$ cat src/rtl/seq_det_ctrl_pkg.sv
// Shared definitions for the sequence-detector test controller.
package seq_det_ctrl_pkg;

  localparam int PAT_W_DEF = 16;

  typedef enum logic [1:0] {
    ST_IDLE  = 2'd0,
    ST_SHIFT = 2'd1,
    ST_DRAIN = 2'd2,
    ST_DONE  = 2'd3
  } state_t;

  // Hit counter must hold the value PAT_W itself.
  function automatic int cnt_w_for(input int pat_w);
    return $clog2(pat_w + 1);
  endfunction

endpackage

$ cat src/rtl/seq_det_ctrl_piso_shreg.sv
// Parallel-load, shift-left register presenting its MSB as the serial output.
module piso_shreg #(
  parameter int W = 16
) (
  input  logic         clk,
  input  logic         reset,
  input  logic         load,
  input  logic         shift,
  input  logic [W-1:0] par,
  output logic         msb
);

  logic [W-1:0] data;

  always_ff @(posedge clk or negedge reset) begin
    if (!reset)     data <= '0;
    else if (load)  data <= par;
    else if (shift) data <= {data[W-2:0], 1'b0};
  end

  assign msb = data[W-1];

endmodule

$ cat src/rtl/seq_det_ctrl.sv
// Feeds a captured pattern MSB-first into the detector and collects a per-bit
// hit map and hit count, with a start/busy/done handshake.
module seq_det_ctrl
  import seq_det_ctrl_pkg::*;
#(
  parameter int PAT_W = PAT_W_DEF,
  parameter int CNT_W = cnt_w_for(PAT_W)
) (
  input  logic             clk,
  input  logic             reset,
  input  logic             start,
  input  logic             abort,
  input  logic [PAT_W-1:0] pattern,
  input  logic             det_out,
  output logic             det_in,
  output logic             det_rst,
  output logic             busy,
  output logic             done,
  output logic [PAT_W-1:0] hit_vec,
  output logic [CNT_W-1:0] hit_cnt
);

  localparam int               IDX_W = $clog2(PAT_W);
  localparam logic [IDX_W-1:0] LAST  = IDX_W'(PAT_W - 1);

  state_t           state;
  logic [IDX_W-1:0] idx;
  logic             accept;
  logic             sreg_msb;

  assign accept = (state == ST_IDLE) && start && !abort;

  piso_shreg #(.W(PAT_W)) u_shreg (
    .clk   (clk),
    .reset (reset),
    .load  (accept),
    .shift (state == ST_SHIFT),
    .par   (pattern),
    .msb   (sreg_msb)
  );

  assign det_in  = (state == ST_SHIFT) ? sreg_msb : 1'b0;
  assign det_rst = (state == ST_IDLE) || (state == ST_DONE);
  assign busy    = (state == ST_SHIFT) || (state == ST_DRAIN);
  assign done    = (state == ST_DONE);

  // Samples arrive in bit order MSB-first, so shifting each one in at the LSB
  // leaves the first sample in bit PAT_W-1 and the drain sample in bit 0.
  always_ff @(posedge clk or negedge reset) begin
    if (!reset) begin
      state   <= ST_IDLE;
      idx     <= '0;
      hit_vec <= '0;
      hit_cnt <= '0;
    end else begin
      case (state)
        ST_IDLE: begin
          if (accept) begin
            state   <= ST_SHIFT;
            idx     <= '0;
            hit_vec <= '0;
            hit_cnt <= '0;
          end
        end
        ST_SHIFT: begin
          if (abort) begin
            state   <= ST_IDLE;
            idx     <= '0;
            hit_vec <= '0;
            hit_cnt <= '0;
          end else begin
            if (idx != '0) begin
              hit_vec <= {hit_vec[PAT_W-2:0], det_out};
              hit_cnt <= hit_cnt + CNT_W'(det_out);
            end
            if (idx == LAST) begin
              state <= ST_DRAIN;
              idx   <= '0;
            end else begin
              idx <= idx + 1'b1;
            end
          end
        end
        ST_DRAIN: begin
          if (abort) begin
            state   <= ST_IDLE;
            hit_vec <= '0;
            hit_cnt <= '0;
          end else begin
            state   <= ST_DONE;
            hit_vec <= {hit_vec[PAT_W-2:0], det_out};
            hit_cnt <= hit_cnt + CNT_W'(det_out);
          end
        end
        ST_DONE: state <= ST_IDLE;
        default: state <= ST_IDLE;
      endcase
    end
  end

endmodule

$ cat config.mk
export PLATFORM = sky130hd
export DESIGN_NAME = seq_det_ctrl
export DESIGN_NICKNAME = d
export VERILOG_FILES = /design/src/rtl/seq_det_ctrl_pkg.sv /design/src/rtl/seq_det_ctrl_piso_shreg.sv /design/src/rtl/seq_det_ctrl.sv
export SDC_FILE = /design/constraint.sdc
export NUM_CORES = 1
export LEC_CHECK = 0
export CAP_MARGIN = 20
export CORE_MARGIN = 2
export CORE_UTILIZATION = 43
export CTS_CLUSTER_DIAMETER = 50
export CTS_CLUSTER_SIZE = 8
export DETAILED_ROUTE_END_ITERATION = 10
export PLACE_DENSITY = 0.7
export SYNTH_ARGS = -nofsm -noshare
export SYNTH_HDL_FRONTEND = slang
export SYNTH_HIERARCHICAL = 1
export SYNTH_SLANG_ARGS = --single-unit
export TNS_END_PERCENT = 1
$ cat constraint.sdc
create_clock -name clk -period 3.23 [get_ports clk]
set_input_delay 0.646 -clock clk [delete_from_list [all_inputs] [get_ports clk]]
set_output_delay 0.646 -clock clk [all_outputs]
set_load 0.05 [all_outputs]
==> results.env, run 1 <==
SYNTH-EDFF-COUNT=0
DRT-VIAS-PER-INSTANCE=4.68
ANTENNA-DIODE-COUNT=0
MAXSLEWHEADROOM_PCT=66.1
FIN_WS_NS=0.644
FINALWEIGHTEDCONGESTION=0.710
GRT_SETUP_UNREPAIRED='false'
DP_WORST_SETUP_SLACK_NS=0.796
FILL_CELLS=420
TIMING.FMAX_MHz=387
ROUTED-VIA-COUNT=1546
CTS.HTREE.LEVELS=2
DESIGN.CORE.AREA_UM2=4720
INITIAL_UTILIZATION_PCT=44.6
R2R.WORST_PATH.CELLS=7
INSTANCES_NO_FILL=330
CTS.REPAIR_TIMING.SETUP_BUFFER_COUNT=0
MIN_PERIOD_OVER_PERIOD_PCT=80.1
SHARE_OF_ASYNC_SETTABLE_OR_ASYNC_RESETTABLE_FLOPS_AFTER_SYNTHESIS_PCT=100
PLACED_CELLS=321
POST_SYNTH.CELL_AREA_AVG_UM2=9.76
MOST_COMMON_CELL_IN_THE_SYNTHESIZED_NETLIST='sky130_fd_sc_hd__nand2_1'
POST_SYNTH_MOST_FREQUENT_CELLS='sky130_fd_sc_hd__nand2_1 (56), sky130_fd_sc_hd__dfrtp_1 (43), sky130_fd_sc_hd__o21ai_1 (23)'
CTS_HOLD_BUFFERS=0
REG2REG_TO='hit_cnt[4]$_DFFE_PN0P_'
ANTENNA_VIOLATIONS_BEFORE_REPAIR=0
AREA.SEQUENTIAL_UM2=1080
FIRST_PASS_GRT_WIRE_LENGTH_UM=6830
DESIGN.FINAL.NETS=292
CRITPATHMOSTFREQUENTCELL='sky130_fd_sc_hd__inv_1'
ENDPOINTS_FAILING_HOLD=0
DIE_X_UM=74.0
CRIT_ARRIVAL_NS=1.94
WORSTSETUPENDPOINT='det_rst'
CRIT_PATH_START_KIND='flop'
DRT_ITER0_DRC=128
CLK-INSERTION-DELAY-LATE_NS=0.29
SYNTH_NETS=246
YS_DOMINANT_REG_CELL='sky130_fd_sc_hd__dfrtp_1'
SYNTH-SEQ-CELLS=43
CRIT_REQUIRED_NS=2.58
PLACE_HPWL_UM=2760
DESIGN.PORTCOUNT=46
CTS-ROOT-BUF='sky130_fd_sc_hd__clkbuf_8'
REG2REG_SETUP_SLACK_NS=1.29
CLOCK-SKEW-FINAL_NS=0.00486
NUMBER_OF_BUFFERS_INSERTED_BY_PORT_BUFFERING=45
MULTIINPUTGATEAREA_UM2=913
STD_CELL_ROWS=25
TIMING.SETUP.CRITICAL_PATH_CLASS='flop to output pin'
FLOORPLAN.DIE_AREA_UM2=5480
CTS.REPAIR.RESIZED=0
FINAL_ANTENNA_NET_COUNT=0
WHS_NS=0.151
WORST_PIN_SLEW_NS=0.507
CTS_TREE='done'
SYNTH_TOP_CELL_AREA_SHARE_PCT=51.0
R2R-START='state[1]$_DFFE_PN0P_'
FINAL-SETUP-VIOL-COUNT=0
FIRSTDRTPASSITERS=4
YS_TOP_CELLS_BY_AREA='sky130_fd_sc_hd__dfrtp_1 (51%), sky130_fd_sc_hd__nand2_1 (10%), sky130_fd_sc_hd__mux2i_1 (8.1%)'
YOSYS_SYNTHESIS_WARNING_COUNT=6
FP.DIEH_UM=74.0
RUN_STATUS='finished clean'
WORSTSETUPSTARTPOINT='state[1]$_DFFE_PN0P_'
CELLLEAKAGEPOWER_nW=1.18
MAXCAPVIOLCOUNT=0
GRT_OVERFLOW_TOTAL=0
DRT-WIRELENGTH-PER-CELL_UM=12.1
SEQ_AREA_FRAC_SYNTH_PCT=51.0
GROUTE.LAYER.MET2.USAGE_PCT=23.8
GRT_USE_MET3_PCT=4.47
HIGHEST_FANOUT_SEEN_ON_THE_CRITICAL_PATH=4
SYNTH_AREA_UM2=2110
CLOCKBUFFERDEPTH=2
SYNTH.DISTINCT_CELLS=28
GROUTE.USAGE.OVERALL_PCT=16.2
CTS.CLK_SLEW.WORST_PATHS_NS=0.08
GRT_PASS1_VIAS=1468
MAXSLEWVIOLCOUNT=0
MAX_STAGE_DELAY_ON_CRIT_PATH_NS=0.79
IR_DROP_WORST_VDD_mV=0.988
SETUP_TNS_NS=0
FRACTION_OF_FINAL_LAYOUT_CELLS_SIZED_BEYOND_DRIVE_STRENGTH_1_PCT=7.22
TIMING.HOLD.WORST.CLASS='primary input to async pin'
WORST_SETUP_PATH_END_KIND='output pin'
CRIT_CHAIN='inv_1 > ha_1 > inv_1 > clkdlybuf4s50_1'
CTS_INSERTED_BUFFERS=5
SYNTHESIS.INSTANCES=216
DRC_ERRORS=0
SYNTH.LARGEST_AREA_CELL='sky130_fd_sc_hd__dfrtp_1'
GRT_UTIL_MET1_PCT=23.3
CRITICAL_PATH.SLOWEST_CELL='sky130_fd_sc_hd__clkdlybuf4s50_1'
WIRELENGTH_UM=4000
CTS.SINK_COUNT=43
FINALWORSTPATHREQUIREDPERIOD_NS=2.59
GRT_MAX_DEGREE=44
SYNTHTOLAYOUTAREAGROWTH_PCT=28.7
POWER_PER_CELL_AREA_nW_PER_UM2=764
GR-MAX-USAGE-LAYER='met2'
## cell type report
cell class / instances / area share (%)
inverters: 9 / 1.25
clock inverters: 3 / 1.61
flip-flops and latches: 43 / 39.7
well taps: 67 / 3.09
repair buffers: 50 / 18.2
clock buffers: 5 / 2.54
multi-input cells: 153 / 33.7
## state kept, by name, indices dropped and copies added, names as in the netlist
| register | flops |
|---|---|
| hit_vec | 16 |
| u_shreg/data | 16 |
| hit_cnt | 5 |
| idx | 4 |
| state | 2 |
## stage by stage
step / power (W) / cell area [um2] / util, %
after global routing: 0.00223 / 2710 / 57.4
after CTS: 0.00210 / 2690 / 57.0
after detailed placement: 0.00168 / 2580 / 54.6
after global placement: 0.00166 / 2580 / 54.6
final: 0.00207 / 2710 / 57.4
after floorplan: 0.00150 / 2110 / -
## worst max-delay path: cells and delay by family (launching register included)
kind / cells / cell delay [ns]
DFF: 1 / 0.40
adders and majority gates: 1 / 0.27
buffers and inverters: 3 / 0.98
## cell usage in the layout, fill, tap and decap left out, types with 2 or more instances in the layout
| cell | Yosys | routed |
|---|---|---|
| sky130_fd_sc_hd__a21oi_1 | 2 | 2 |
| sky130_fd_sc_hd__and2_1 | 5 | 5 |
| sky130_fd_sc_hd__buf_4 | 0 | 5 |
| sky130_fd_sc_hd__clkbuf_8 | 0 | 5 |
| sky130_fd_sc_hd__clkdlybuf4s50_1 | 0 | 43 |
| sky130_fd_sc_hd__dfrtp_1 | 43 | 43 |
| sky130_fd_sc_hd__ha_1 | 9 | 9 |
| sky130_fd_sc_hd__inv_1 | 9 | 9 |
| sky130_fd_sc_hd__mux2i_1 | 17 | 17 |
| sky130_fd_sc_hd__nand2_1 | 56 | 56 |
| sky130_fd_sc_hd__nand2b_1 | 5 | 5 |
| sky130_fd_sc_hd__nand3_1 | 4 | 4 |
| sky130_fd_sc_hd__nor2b_1 | 2 | 2 |
| sky130_fd_sc_hd__o21ai_0 | 17 | 17 |
| sky130_fd_sc_hd__o21ai_1 | 23 | 23 |
| sky130_fd_sc_hd__o31ai_2 | 2 | 2 |
## kinds of logic (layout without fill, tap and decap cells)
group	count (synthesis)	in the layout	synth area share, %
mux	17	17	8.07
compound gates	51	51	13.8
simple gates	76	76	16.1
fa+ha+maj	9	9	5.34
buf+inv	20	67	5.64
flops	43	43	51.0
## report_power, final
group	total, W	switching [W]	leakage, nW	internal, W
clock	0.000414	0.000184	0.0581	0.000230
sequential	0.000743	0.0000762	0.574	0.000667
combinational	0.000914	0.000568	0.546	0.000346
## worst min-delay path by stage
stage | start | to | slack, ns | depth (start not counted)
global route | reset | u_shreg/data[5]$_DFFE_PN0P_ | 0.13 | 1
floorplan | reset | hit_cnt[0]$_DFFE_PN0P_ | 0.35 | 0
CTS | hit_vec[15]$_DFFE_PN0P_ | hit_vec[15]$_DFFE_PN0P_ | 0.51 | 2
global placement | hit_vec[15]$_DFFE_PN0P_ | hit_vec[15]$_DFFE_PN0P_ | 0.47 | 2
detailed placement | hit_vec[15]$_DFFE_PN0P_ | hit_vec[15]$_DFFE_PN0P_ | 0.48 | 2
finish | reset | u_shreg/data[5]$_DFFE_PN0P_ | 0.15 | 1
## layer usage
metal  part of all wire (%)  wire [um]
met3                    3.7        149
met1                     49       1970
met2                     46       1820
met4                    1.4         55
met5                      0          0
Note: power is estimated with default switching activity, not from simulation.
==> run 2, diff against run 1 <==
==> constraint.sdc (replaced) <==
create_clock -name clk -period 2.7 [get_ports clk]
set_input_delay 0.54 -clock clk [delete_from_list [all_inputs] [get_ports clk]]
set_output_delay 0.54 -clock clk [all_outputs]
set_load 0.05 [all_outputs]
==> run 2 against run 1 <==
  * Clock skew is 0.013 ns higher
  * Wire length is 0.18% lower
  * Clock-buffer cell count did not move
  * Final area unchanged
  * Highest routed layer unchanged
  * Sequential share of layout area unchanged
  * Largest power group unchanged
  * Largest cell class unchanged
  * First-iteration DRC count shrank 15%
  * Critical path type unchanged
==> results.env, run 2 (same netlist as run 1, synthesis figures left out) <==
RUN_STATUS='finished clean'
GROUTE.USAGE.OVERALL_PCT=16.1
CLOCK-SKEW-FINAL_NS=0.0175
CTS.CLK_SLEW.WORST_PATHS_NS=0.09
FINAL_ANTENNA_NET_COUNT=0
P_SWITCHING_W=0.00100
FIRST_PASS_GRT_WIRE_LENGTH_UM=6850
CTS-ROOT-BUF='sky130_fd_sc_hd__clkbuf_8'
CRITICAL_PATH.SLOWEST_CELL='sky130_fd_sc_hd__clkdlybuf4s50_1'
CTS.HTREE.LEVELS=2
DESIGN.PORTCOUNT=46
FILL_CELLS=429
FINALWEIGHTEDCONGESTION=0.734
FINAL-SETUP-VIOL-COUNT=0
FINALWORSTPATHREQUIREDPERIOD_NS=2.52
CTS_HOLD_BUFFERS=0
CTS.REPAIR_TIMING.SETUP_BUFFER_COUNT=0
CELLLEAKAGEPOWER_nW=1.18
ROUTED-VIA-COUNT=1572
ANTENNA-DIODE-COUNT=0
GRT_PASS1_VIAS=1522
FIN_TOTAL_PWR_W=0.00252
DRT_ITER0_DRC=109
CRIT_ARRIVAL_NS=1.98
SHARE_OF_POWER_BURNED_IN_THE_CLOCK_NETWORK_PCT=19.8
MAXSLEWVIOLCOUNT=0
CLK-INSERTION-DELAY-LATE_NS=0.30
WORSTPATHBUFFERINVERTERCOUNT=3
DRC_ERRORS=0
MAXSLEWHEADROOM_PCT=38.2
DESIGN.CORE.AREA_UM2=4720
CTS.REPAIR.RESIZED=0
CRIT_REQUIRED_NS=2.16
POSTLAYOUTCOREUTIL_PCT=57.4
WIRELENGTH_UM=3990
GRT_OVERFLOW_TOTAL=0
LAYOUT_COMMON_CELLS='sky130_fd_sc_hd__nand2_1 (56), sky130_fd_sc_hd__dfrtp_1 (43), sky130_fd_sc_hd__clkdlybuf4s50_1 (43), sky130_fd_sc_hd__o21ai_1 (23)'
MAXCAPVIOLCOUNT=0
CRIT_CHAIN='inv_1 > ha_1 > inv_1 > clkdlybuf4s50_1'
SWITCHING_SHARE_PCT=39.8
DRT-WIRELENGTH-PER-CELL_UM=12.1
P_INT_W=0.00152
MAX_STAGE_DELAY_ON_CRIT_PATH_NS=0.79
PLACE_HPWL_UM=2770
LARGEST_REGISTERS='hit_vec: 16 flops, u_shreg/data: 16 flops, hit_cnt: 5 flops'
HIGHEST_FANOUT_SEEN_ON_THE_CRITICAL_PATH=4
CLOCKBUFFERDEPTH=2
IR_DROP_WORST_VDD_mV=0.794
DIE_X_UM=74.0
LAYOUT_COMMONEST_CELL='sky130_fd_sc_hd__nand2_1'
CTS_INSERTED_BUFFERS=5
STD_CELL_ROWS=25
FRACTION_OF_FINAL_LAYOUT_CELLS_SIZED_BEYOND_DRIVE_STRENGTH_1_PCT=7.22
MIN_PERIOD_OVER_PERIOD_PCT=93.5
WORST_SETUP_PATH_END_KIND='output pin'
GRT_SETUP_UNREPAIRED='false'
CRIT_PATH_START_KIND='flop'
CTS_TREE='done'
CTS.SINK_COUNT=43
FP.DIEH_UM=74.0
WORST_PIN_SLEW_NS=0.927
GRT_MAX_DEGREE=44
TIMING.HOLD.WORST.CLASS='primary input to async pin'
ANTENNA_VIOLATIONS_BEFORE_REPAIR=0
DESIGN.FINAL.NETS=292
INSTANCES_NO_FILL=330
PART_OF_THE_TOTAL_POWER_DISSIPATED_IN_SEQUENTIAL_ELEMENTS_PCT=35.4
COMB_POWER_SHARE_PCT=44.8
POWER_PER_CELL_AREA_nW_PER_UM2=928
TIMING.FMAX_MHz=396
SETUP_TNS_NS=0
CRITPATHMOSTFREQUENTCELL='sky130_fd_sc_hd__inv_1'
PLACED_CELLS=322
INITIAL_UTILIZATION_PCT=44.6
ENDPOINTS_FAILING_HOLD=0
SYNTHTOLAYOUTAREAGROWTH_PCT=28.7
WORST_PATH_DOMINANT_CELL_FAMILY='buffers and inverters'
TIMING.SETUP.CRITICAL_PATH_CLASS='flop to output pin'
FIRSTDRTPASSITERS=4
NUMBER_OF_BUFFERS_INSERTED_BY_PORT_BUFFERING=45
FLOORPLAN.DIE_AREA_UM2=5480
DRT-VIAS-PER-INSTANCE=4.76
## run 2: final timing paths
kind	to	from	cells past startpoint	slack [ns]
hold / removal	state[1]$_DFFE_PN0P_	reset	1	0.38
setup reg to reg	hit_vec[9]$_DFFE_PN0P_	state[1]$_DFFE_PN0P_	6	0.82
hold reg to reg	hit_vec[15]$_DFFE_PN0P_	hit_vec[15]$_DFFE_PN0P_	2	0.51
max in group asynchronous	u_shreg/data[11]$_DFFE_PN0P_	reset	1	1.74
setup / recovery	det_rst	state[1]$_DFFE_PN0P_	4	0.18
min in group clk	hit_vec[15]$_DFFE_PN0P_	hit_vec[15]$_DFFE_PN0P_	2	0.51
## run 2: power by group through the flow
| stage | combinational (W) | sequential, W | clock [W] |
|---|---|---|---|
| global route | 0.00125 | 0.000917 | 0.000537 |
| floorplan | 0.000839 | 0.000960 | 0 |
| finish | 0.00113 | 0.000892 | 0.000498 |
| CTS | 0.00114 | 0.000893 | 0.000509 |
| detailed placement | 0.00113 | 0.000906 | 0 |
| global placement | 0.00111 | 0.000899 | 0 |
## run 2: cell type report
class / count / area, um2 / share of cell area, %
sequential: 43 / 1080 / 39.7
multi-input combinational: 153 / 913 / 33.7
timing repair buffer: 50 / 493 / 18.2
tap: 67 / 83.8 / 3.09
clock buffer: 5 / 68.8 / 2.54
clock inverter: 3 / 43.8 / 1.61
inverter: 9 / 33.8 / 1.25
## run 2: per-stage QoR
step / hold WS (ns) / area (um2) / setup WS [ns]
floorplan: 0.244 / 2110 / 0.750
global placement: 0.477 / 2600 / 0.498
detailed placement: 0.487 / 2600 / 0.473
CTS: 0.407 / 2710 / 0.174
global route: 0.452 / 2710 / 0.0963
finish: 0.378 / 2710 / 0.176
## run 2: metal layers
layer	track usage [%]	part of all wire, %
met3	3.66	5.4
met5	0	0
met2	25.3	45
met1	21.6	47
met4	6.67	2.6
==> run 3, diff against run 2 <==
--- a/config.mk
+++ b/config.mk
@@ -6,14 +6,15 @@
 export NUM_CORES = 1
 export LEC_CHECK = 0
 export CAP_MARGIN = 20
+export CELL_PAD_IN_SITES_DETAIL_PLACEMENT = 1
+export CELL_PAD_IN_SITES_GLOBAL_PLACEMENT = 1
 export CORE_MARGIN = 2
-export CORE_UTILIZATION = 43
+export CORE_UTILIZATION = 37
 export CTS_CLUSTER_DIAMETER = 50
 export CTS_CLUSTER_SIZE = 8
 export DETAILED_ROUTE_END_ITERATION = 10
-export PLACE_DENSITY = 0.7
+export PLACE_DENSITY_LB_ADDON = 0.1
 export SYNTH_ARGS = -nofsm -noshare
 export SYNTH_HDL_FRONTEND = slang
-export SYNTH_HIERARCHICAL = 1
 export SYNTH_SLANG_ARGS = --single-unit
 export TNS_END_PERCENT = 1
==> run 3 against run 2 <==
  * Combinational power is 4% higher
  * First-iteration DRC count is 46% lower
  * Non-clock buffer count stayed put
==> results.env, run 3 <==
DP_WORST_SETUP_SLACK_NS=0.501
FIRSTDRTPASSITERS=4
SYNTH.DISTINCT_CELLS=27
SYNTHTOLAYOUTAREAGROWTH_PCT=31.1
CTS_TREE='done'
SETUP_TNS_NS=0
NUMBER_OF_BUFFERS_INSERTED_BY_PORT_BUFFERING=45
MAXSLEWVIOLCOUNT=0
FINAL_DESIGN_AREA_NO_FILL_UM2=2680
R2R.WORST_PATH.CELLS=6
CRITICAL_PATH.SLOWEST_CELL='sky130_fd_sc_hd__clkdlybuf4s50_1'
CTS.CLK_SLEW.WORST_PATHS_NS=0.07
ANTENNA_VIOLATIONS_BEFORE_REPAIR=0
REG2REG_TO='hit_vec[4]$_DFFE_PN0P_'
FP.DIEH_UM=78.3
FRACTION_OF_FINAL_LAYOUT_CELLS_SIZED_BEYOND_DRIVE_STRENGTH_1_PCT=5.73
CLK-INSERTION-DELAY-LATE_NS=0.29
GRT_SETUP_UNREPAIRED='false'
FIRST_PASS_GRT_WIRE_LENGTH_UM=7250
WORSTSETUPENDPOINT='det_rst'
DRT-WIRELENGTH-PER-CELL_UM=12.7
FINAL_ANTENNA_NET_COUNT=0
IR_DROP_WORST_VDD_mV=0.452
HIGHEST_FANOUT_SEEN_ON_THE_CRITICAL_PATH=4
SYNTH-EDFF-COUNT=0
MULTIINPUTGATEAREA_UM2=883
POWER_PER_CELL_AREA_nW_PER_UM2=940
COMB_POWER_SHARE_PCT=46.6
REG2REG_SETUP_SLACK_NS=0.77
FINALWEIGHTEDCONGESTION=0.688
PART_OF_THE_TOTAL_POWER_DISSIPATED_IN_SEQUENTIAL_ELEMENTS_PCT=35.5
ANTENNA-DIODE-COUNT=0
MAXSLEWHEADROOM_PCT=60.3
ROUTED-VIA-COUNT=1628
CTS-ROOT-BUF='sky130_fd_sc_hd__clkbuf_8'
YOSYS_SYNTHESIS_WARNING_COUNT=0
FINALWORSTPATHREQUIREDPERIOD_NS=2.47
DRT-VIAS-PER-INSTANCE=4.87
WHS_NS=0.0538
CLOCK-SKEW-FINAL_NS=0.00946
DRT_ITER0_DRC=59
ENDPOINTS_FAILING_HOLD=0
CRIT_CHAIN='inv_1 > ha_1 > inv_1 > clkdlybuf4s50_1'
WORST_PIN_SLEW_NS=0.593
SWITCHING_SHARE_PCT=40.9
LARGEST_REGISTERS='hit_vec: 16 flops, u_shreg.data: 16 flops, hit_cnt: 5 flops'
CRIT_PATH_START_KIND='flop'
P_INT_W=0.00149
DESIGN.PORTCOUNT=46
RUN_STATUS='finished clean'
LAYOUT_COMMON_CELLS='sky130_fd_sc_hd__dfrtp_1 (43), sky130_fd_sc_hd__clkdlybuf4s50_1 (43), sky130_fd_sc_hd__nand2_1 (39), sky130_fd_sc_hd__a21oi_1 (18)'
STD_CELL_ROWS=27
GRT_PASS1_VIAS=1639
FILL_CELLS=633
SYNTH-SEQ-CELLS=43
SHARE_OF_ASYNC_SETTABLE_OR_ASYNC_RESETTABLE_FLOPS_AFTER_SYNTHESIS_PCT=100
SYNTH_NETS=245
MOST_COMMON_CELL_IN_THE_SYNTHESIZED_NETLIST='sky130_fd_sc_hd__dfrtp_1'
WORSTSETUPSTARTPOINT='state[0]$_DFFE_PN0P_'
R2R-START='state[1]$_DFFE_PN0P_'
CRIT_ARRIVAL_NS=1.93
SYNTH.LARGEST_AREA_CELL='sky130_fd_sc_hd__dfrtp_1'
DESIGN.FINAL.NETS=290
YS_TOP_CELLS_BY_AREA='sky130_fd_sc_hd__dfrtp_1 (53%), sky130_fd_sc_hd__mux2i_1 (7.8%), sky130_fd_sc_hd__nand2_1 (7.2%)'
SEQ_AREA_FRAC_SYNTH_PCT=52.6
SYNTH_TOP_CELL_AREA_SHARE_PCT=52.6
WIRELENGTH_UM=4250
CTS_HOLD_BUFFERS=0
POST_SYNTH.CELL_AREA_AVG_UM2=9.47
FINAL-SETUP-VIOL-COUNT=0
FLOORPLAN.DIE_AREA_UM2=6140
CRIT_REQUIRED_NS=2.16
CRITPATHMOSTFREQUENTCELL='sky130_fd_sc_hd__inv_1'
SHARE_OF_POWER_BURNED_IN_THE_CLOCK_NETWORK_PCT=17.9
MIN_PERIOD_OVER_PERIOD_PCT=91.3
DRC_ERRORS=0
CTS.REPAIR_TIMING.SETUP_BUFFER_COUNT=0
CTS.HTREE.LEVELS=2
WORST_PATH_DOMINANT_CELL_FAMILY='buffers and inverters'
TIMING.FMAX_MHz=406
CELLLEAKAGEPOWER_nW=1.12
DESIGN.CORE.AREA_UM2=5410
GROUTE.USAGE.OVERALL_PCT=14.8
SYNTH_AREA_UM2=2040
CTS.REPAIR.RESIZED=0
GRT_OVERFLOW_TOTAL=0
INITIAL_UTILIZATION_PCT=37.8
CRITICAL_PATH_CELL_COUNT=4
MAXCAPVIOLCOUNT=0
TIMING.HOLD.WORST.CLASS='primary input to async pin'
CTS.SINK_COUNT=43
POST_SYNTH_MOST_FREQUENT_CELLS='sky130_fd_sc_hd__dfrtp_1 (43), sky130_fd_sc_hd__nand2_1 (39), sky130_fd_sc_hd__a21oi_1 (18)'
P_SWITCHING_W=0.00103
MAX_STAGE_DELAY_ON_CRIT_PATH_NS=0.79
SYNTHESIS.INSTANCES=216
WORSTPATHBUFFERINVERTERCOUNT=3
WORST_SETUP_PATH_END_KIND='output pin'
CTS_INSERTED_BUFFERS=5
FIN_WS_NS=0.234
TIMING.SETUP.CRITICAL_PATH_CLASS='flop to output pin'
DIE_X_UM=78.3
AREA.SEQUENTIAL_UM2=1080
YS_DOMINANT_REG_CELL='sky130_fd_sc_hd__dfrtp_1'
POSTPLACECELLAREA_UM2=2580
CLOCKBUFFERDEPTH=2
PLACE_HPWL_UM=3130
GRT_MAX_DEGREE=39
-- run 3: cell count changes after synthesis, sizes merged, moves of 2 or more --
cell	change
a21oi	+15
nor2	+15
and2	-2
clkbuf	+4
nor2b	+2
buf	-3
o21ai	-15
nand2	-17
-- run 3: cells by family after synthesis --
| family | after synthesis | synth area share, % |
|---|---|---|
| flip-flops | 43 | 52.6 |
| AND/OR/NAND/NOR | 75 | 16.1 |
| multiplexers | 16 | 7.83 |
| adder cells (fa/ha/maj) | 8 | 4.90 |
| AO/OA/AOI/OAI | 53 | 14.4 |
| buffers and inverters | 21 | 4.16 |
-- run 3: area by class of cell --
| class | instances | share of cell area (%) |
|---|---|---|
| clock inverters | 1 | 0.280 |
| flip-flops and latches | 43 | 40.1 |
| inverters | 9 | 1.26 |
| repair buffers | 50 | 18.4 |
| multi-input cells | 152 | 33.0 |
| clock buffers | 7 | 3.59 |
| well taps | 72 | 3.36 |
-- run 3: worst register-to-register path: cells and delay by family (launching register included) --
family / cells / cell delay, ns
buffers and inverters: 2 / 0.44
AOI/OAI and AO/OA: 2 / 0.42
DFF: 1 / 0.40
adders and majority gates: 1 / 0.30
and+or+nand+nor: 1 / 0.23
-- run 3: power by group through the flow --
stage	combinational (W)	sequential [W]	clock, W
finish	0.00117	0.000895	0.000450
global route	0.00130	0.000918	0.000492
CTS	0.00120	0.000898	0.000465
detailed placement	0.00120	0.000912	0
global placement	0.00117	0.000905	0
floorplan	0.000825	0.000942	0
-- run 3: layer usage --
metal,share of wire (%),track usage [%]
met5,0,0
met4,0.97,3.68
met3,4.1,3.68
met2,49,27.1
met1,46,17.2
-- run 3: how the worst min path moves through the flow --
stage                                         to   from  slack [ns]  cells after the start
after floorplan           hit_cnt[0]$_DFFE_PN0P_  reset        0.24                      0
after global placement      state[0]$_DFFE_PN0P_  reset        0.36                      1
after detailed placement    state[0]$_DFFE_PN0P_  reset        0.36                      1
after CTS                   state[0]$_DFFE_PN0P_  reset        0.05                      1
after global routing        state[0]$_DFFE_PN0P_  reset        0.05                      1
final                       state[0]$_DFFE_PN0P_  reset        0.05                      1
-- run 3: through the flow --
stage          total power, W  std cells  util (%)
3_3_place_gp          0.00208        326      47.7
3_5_place_dp          0.00211        326      47.7
4_1_cts               0.00256        334      49.6
5_1_grt               0.00271        334      49.6
6_report              0.00252        334      49.6
2_1_floorplan         0.00177        216         -
